File: src/rtl/mem_set_ctrl_pkg.sv
// Shared types and default widths for the board-side memory override editor.
// Default widths are also used by the data memory instance.
package mem_set_ctrl_pkg;

  typedef enum logic [1:0] {
    ST_IDLE   = 2'd0,
    ST_EDIT   = 2'd1,
    ST_COMMIT = 2'd2
  } state_e;

  localparam int NUM_WIDTH_DEF = 2;
  localparam int VAL_WIDTH_DEF = 3;

  // Bit positions of the press vector inside the top.
  localparam int B_DOWN = 0;
  localparam int B_UP   = 1;
  localparam int B_SEL  = 2;
  localparam int B_LOAD = 3;

endpackage

File: src/rtl/mem_set_ctrl_btn_debounce.sv
// One push-button: 2-FF synchronizer, optional counter filter, rising-edge press pulse.
// The counter filter exists only when MEM_SET_DEBOUNCE_EN is defined.
module btn_debounce #(
  parameter int DEB_CYCLES = 250000
) (
  input  logic clk,
  input  logic rst,
  input  logic btn_i,
  output logic press_o
);

`ifdef MEM_SET_DEBOUNCE_EN
  localparam bit DEB_EN = 1'b1;
`else
  localparam bit DEB_EN = 1'b0;
`endif

  logic sync1_q, sync2_q, prev_q, filt;

  always_ff @(posedge clk or posedge rst) begin
    if (rst) begin
      sync1_q <= 1'b0;
      sync2_q <= 1'b0;
      prev_q  <= 1'b0;
    end else begin
      sync1_q <= btn_i;
      sync2_q <= sync1_q;
      prev_q  <= filt;
    end
  end

  if (DEB_EN) begin : g_deb
    localparam int CW = (DEB_CYCLES < 2) ? 1 : $clog2(DEB_CYCLES + 1);
    logic [CW-1:0] cnt_q;
    logic          filt_q;

    // Level flips on the DEB_CYCLES-th consecutive disagreeing edge.
    always_ff @(posedge clk or posedge rst) begin
      if (rst) begin
        cnt_q  <= '0;
        filt_q <= 1'b0;
      end else if (sync2_q != filt_q) begin
        if (cnt_q == CW'(DEB_CYCLES - 1)) begin
          cnt_q  <= '0;
          filt_q <= sync2_q;
        end else begin
          cnt_q  <= cnt_q + 1'b1;
        end
      end else begin
        cnt_q <= '0;
      end
    end
    assign filt = filt_q;
  end else begin : g_nodeb
    assign filt = sync2_q;
  end

  assign press_o = filt & ~prev_q;

endmodule

File: src/rtl/mem_set_ctrl.sv
// Push-button editor driving the data memory override port (MemSet/MemNum/MemVal).
// Optional button debounce filter: define MEM_SET_DEBOUNCE_EN.
module mem_set_ctrl
  import mem_set_ctrl_pkg::*;
#(
  parameter int DEB_CYCLES = 250000,
  parameter int NUM_WIDTH  = NUM_WIDTH_DEF,
  parameter int VAL_WIDTH  = VAL_WIDTH_DEF
) (
  input  logic                 clk,
  input  logic                 rst,
  input  logic                 BtnSel,
  input  logic                 BtnUp,
  input  logic                 BtnDown,
  input  logic                 BtnLoad,
  input  logic                 MemWrite,
  output logic                 MemSet,
  output logic [NUM_WIDTH-1:0] MemNum,
  output logic [VAL_WIDTH-1:0] MemVal,
  output logic                 Pending
);

  logic [3:0] raw, press;
  assign raw = {BtnLoad, BtnSel, BtnUp, BtnDown};

  btn_debounce #(.DEB_CYCLES(DEB_CYCLES)) u_db [3:0] (
    .clk    (clk),
    .rst    (rst),
    .btn_i  (raw),
    .press_o(press)
  );

  state_e               state_q, state_d;
  logic [NUM_WIDTH-1:0] num_q, num_d;
  logic [VAL_WIDTH-1:0] val_q, val_d;

  always_ff @(posedge clk or posedge rst) begin
    if (rst) begin
      state_q <= ST_IDLE;
      num_q   <= '0;
      val_q   <= '0;
    end else begin
      state_q <= state_d;
      num_q   <= num_d;
      val_q   <= val_d;
    end
  end

  // Load > Sel > Up > Down; COMMIT ignores presses and waits for a MemWrite-free edge.
  always_comb begin
    state_d = state_q;
    num_d   = num_q;
    val_d   = val_q;
    case (state_q)
      ST_IDLE, ST_EDIT: begin
        if (press[B_LOAD]) begin
          state_d = ST_COMMIT;
        end else if (press[B_SEL]) begin
          num_d   = num_q + 1'b1;
          val_d   = '0;
          state_d = ST_IDLE;
        end else if (press[B_UP]) begin
          val_d   = val_q + 1'b1;
          state_d = ST_EDIT;
        end else if (press[B_DOWN]) begin
          val_d   = val_q - 1'b1;
          state_d = ST_EDIT;
        end
      end
      ST_COMMIT: begin
        if (!MemWrite) state_d = ST_IDLE;
      end
      default: state_d = ST_IDLE;
    endcase
  end

  assign MemSet  = (state_q == ST_COMMIT);
  assign Pending = (state_q == ST_EDIT);
  assign MemNum  = num_q;
  assign MemVal  = val_q;

endmodule

File: config.mk
export PLATFORM = sky130hd
export DESIGN_NAME = mem_set_ctrl
export DESIGN_NICKNAME = d
export VERILOG_FILES = /design/src/rtl/mem_set_ctrl_pkg.sv /design/src/rtl/mem_set_ctrl_btn_debounce.sv /design/src/rtl/mem_set_ctrl.sv
export SDC_FILE = /design/constraint.sdc
export NUM_CORES = 1
export LEC_CHECK = 0
export ABC_AREA = 1
export CELL_PAD_IN_SITES_DETAIL_PLACEMENT = 0
export CELL_PAD_IN_SITES_GLOBAL_PLACEMENT = 1
export CORE_MARGIN = 1.5
export CORE_UTILIZATION = 35
export DETAILED_ROUTE_END_ITERATION = 6
export GPL_TIMING_DRIVEN = 0
export PLACE_DENSITY = 0.75
export SYNTH_ARGS = -nofsm -noshare
export SYNTH_HDL_FRONTEND = slang
export SYNTH_HIERARCHICAL = 1
export SYNTH_SLANG_ARGS = --single-unit
File: constraint.sdc
create_clock -name clk -period 1.6 [get_ports clk]
set_input_delay 0.32 -clock clk [delete_from_list [all_inputs] [get_ports clk]]
set_output_delay 0.32 -clock clk [all_outputs]
set_load 0.02 [all_outputs]
==> results.tsv <==
stage	metric	value	unit
run_status	status	finished clean	
synth	fraction of registers with async set or reset after synthesis	100	%
hold_path	type of the tightest min-delay check	input port to async pin	
die	die extent in x	49.1	um
critical_path	type of destination of the critical path	output port	
place	instance area after placement	907	sq um
die	die area	0.00241	sq mm
cts	clock latency on the worst-skew pair	0.29	ns
sta	Least-Margin Pin Slew	0.297	ns
synth	cell type with the largest total area after synthesis	sky130_fd_sc_hd__dfrtp_1	
layout	cell area after layout	926	sq um
route	wire per inst	8.88	um
sta	worst clock skew on the final layout	0.00288	ns
layout	count of inserted antenna diode cells	0	
critical_path	startpoint type of the worst setup path	flop	
die	count of pins on the block boundary	14	
cts	sinks on the clock net	19	
place	routability congestion estimate from global placement	0.709	
cts	maximum root-to-sink buffer count	2	
synth	Mean Syn Cell Area	9.91	sq um
sta	final hold viol count	0	
synth	Synth warnings	6	
cts	clock slew at reported path FFs	0.10	ns
synth	Most used DFF post-synth	sky130_fd_sc_hd__dfrtp_1	
die	Die Y-Extent	49.1	um
power	static leakage	0.490	nW
cts	root buffer cell	sky130_fd_sc_hd__clkbuf_4	
route	Antenna Nets Post-Route	0	
place	half-perimeter wire length after detailed placement	863	um
cts	count of H-tree levels built during CTS	1	
global_route	Remaining Overflow, GRT	0	
route	residual DRC count	0	
die	effective utilization at floorplan	37.5	%
layout	number of nets at the end of the flow	101	
synth	number of standard cells after synthesis	75	
synth	Post-Syn Area	743	sq um
route	via count	498	
critical_path	Crit Path Class	flop to output port	
synth	number of distinct library cells after synthesis	13	
cts	number of hold buffers added after CTS	0	
critical_path	arrival time at the worst endpoint	1.15	ns
sta	min setup slack post-route	0.132	ns
global_route	largest net degree at the start of global routing	12	
layout	post-synthesis to final-layout area growth	24.6	%
sta	worst slew margin relative to its limit	80.2	%
place	setup slack after placement	0.0986	ns
power	largest vdd supply drop	627	uV
route	Routed WL	1060	um
place	input/output buffers	13	
sta	setup TNS	0	ns
critical_path	CP max FO	3	
critical_path	CP bufs+invs	1	
global_route	initial antenna violation count	0	
route	via count normalized by instance count	4.18	
synth	#FFs+latches synth	19	
job	count of max-cap constraint violations	0	
route	Detailed Route Iter0 Violations	5	
sta	minimum period implied by the final worst setup slack	1.47	ns
cts	clock tree from TritonCTS	yes	
synth	share of the yosys chip area belonging to registers	64.0	%
die	Core ar.	0.00198	sq mm
synth	top-count cell post-synth	sky130_fd_sc_hd__dfrtp_1	
sta	fin. max-slew vios	0	
synth	top post-synthesis cells by count	19 x sky130_fd_sc_hd__dfrtp_1, 18 x sky130_fd_sc_hd__inv_1, 15 x sky130_fd_sc_hd__nand2_1, 6 x sky130_fd_sc_hd__nor2_1, 5 x sky130_fd_sc_hd__nor2_2	
cts	CTS buffer count	3	
layout	layout cell share with drive strength beyond 1	14.1	%
sta	maximum clock frequency	0.681	GHz
sta	setup violators final	0	
global_route	number of global-route vias before repair	485	
synth	net count after synthesis	83	
sta	ratio of final minimum period to clock period	91.7	%
synth	Post-synth EDFFs	0	
sta	unrepaired setup endpoints after global routing	false	
synth	cells taking the most area after synthesis	sky130_fd_sc_hd__dfrtp_1 64%, sky130_fd_sc_hd__inv_1 9.1%, sky130_fd_sc_hd__nand2_1 7.6%	
global_route	GR Util All Layers	10.8	%
critical_path	delay of the slowest cell on the worst path	0.43	ns
critical_path	Crit path max-delay family	flip-flops	
critical_path	required time of the critical path	1.28	ns
die	number of rows created at floorplan	16	
critical_path	crit-path cells	nor2_1 -> dlygate4sd2_1	
synth	top cell type's share of synthesized area	64.0	%
global_route	global-route wire length before repair	1950	um
critical_path	Crit-path slowest cell	sky130_fd_sc_hd__dfrtp_1	
power	pwr dens	1290	mW/mm^2
route	Initial DRT Pass Iterations	4	
[registers in the layout (all words and copies together), names as in the netlist]
name and cells:
MemNum 2, MemVal 3, state_q 2, u_db/filt 4, u_db/prev_q 4, u_db/sync1_q 4
[worst paths after layout]
check | cells past startpoint | slack (ns) | end | start
worst max register to register | 7 | 0.25 | MemVal[2] | MemVal[0]
min in group clk | 0 | 0.36 | u_db[0]/filt | u_db[0]/sync1_q
worst min-delay path | 2 | 0.30 | u_db[3]/sync1_q | rst
worst min register to register | 0 | 0.36 | u_db[0]/filt | u_db[0]/sync1_q
worst max-delay path | 2 | 0.13 | Pending | state_q[1]
max in group asynchronous | 2 | 0.99 | MemVal[0] | rst
[layer usage]
layer  GRT usage, %  routed length (um)  share of wire, %
met3           2.76                  52               4.9
met5              0                   0                 0
met1           13.1                 466                44
met4           7.14                  11               1.0
met2           16.9                 527                50
[what timing repair did]
| action | in CTS | in global routing |
|---|---|---|
| endpoints found under the setup margin | 6 | 2 |
| resized for setup | 6 | 3 |
| buffers inserted | 0 | 0 |
[cells in the final DEF, fill, tap and decap left out]
| master | netlist | routed |
|---|---|---|
| sky130_fd_sc_hd__dfrtp_1 | 19 | 19 |
| sky130_fd_sc_hd__nor2_2 | 5 | 5 |
| sky130_fd_sc_hd__nand3_1 | 4 | 4 |
| sky130_fd_sc_hd__clkbuf_4 | 0 | 3 |
| sky130_fd_sc_hd__clkinv_2 | 0 | 1 |
| sky130_fd_sc_hd__clkdlybuf4s50_1 | 0 | 6 |
| sky130_fd_sc_hd__fa_1 | 1 | 1 |
| sky130_fd_sc_hd__dlymetal6s2s_1 | 0 | 1 |
| sky130_fd_sc_hd__dlygate4sd2_1 | 0 | 5 |
| sky130_fd_sc_hd__nand2_1 | 15 | 15 |
| sky130_fd_sc_hd__xnor2_1 | 1 | 1 |
| sky130_fd_sc_hd__o21ai_1 | 1 | 1 |
| sky130_fd_sc_hd__clkbuf_2 | 0 | 1 |
| sky130_fd_sc_hd__nor2_4 | 1 | 1 |
| sky130_fd_sc_hd__nor2_1 | 6 | 6 |
| sky130_fd_sc_hd__o21ai_2 | 1 | 1 |
| sky130_fd_sc_hd__nand2_2 | 1 | 1 |
| sky130_fd_sc_hd__a21oi_1 | 2 | 2 |
| sky130_fd_sc_hd__inv_1 | 18 | 18 |
[final cells by class]
| cell class | instances | area, sq um |
|---|---|---|
| clock buffer | 3 | 22.5 |
| timing repair buffer | 13 | 121 |
| tap | 27 | 33.8 |
| sequential | 19 | 475 |
| inverter | 18 | 67.6 |
| multi-input combinational | 38 | 200 |
| fill | 200 | 1060 |
| clock inverter | 1 | 5.00 |
[cells by family after synthesis]
group / after synthesis / synth area share [%]
compound gates: 4 / 3.20
xor+xnor: 1 / 1.18
fa+ha+maj: 1 / 2.69
simple gates: 32 / 19.9
flops: 19 / 64.0
buf+inv: 18 / 9.09
[report_power, final]
part	leakage [nW]	switching [mW]	internal, mW	total (mW)
clock network	0.0177	0.138	0.0928	0.231
logic	0.245	0.210	0.153	0.362
registers	0.227	0.0525	0.553	0.605
total	0.490	0.400	0.798	1.20
[stage by stage]
step                cells  hold slack [ns]  util [%]  power, mW
finish                119            0.301      46.7       1.20
global route          119            0.321      46.7       1.29
CTS                   119            0.305      46.8       1.23
detailed placement    115            0.337      45.8       1.02
global placement      115            0.334      45.8       1.01
floorplan              75           0.0736         -      0.855
Note: power is estimated with default switching activity, not from simulation.
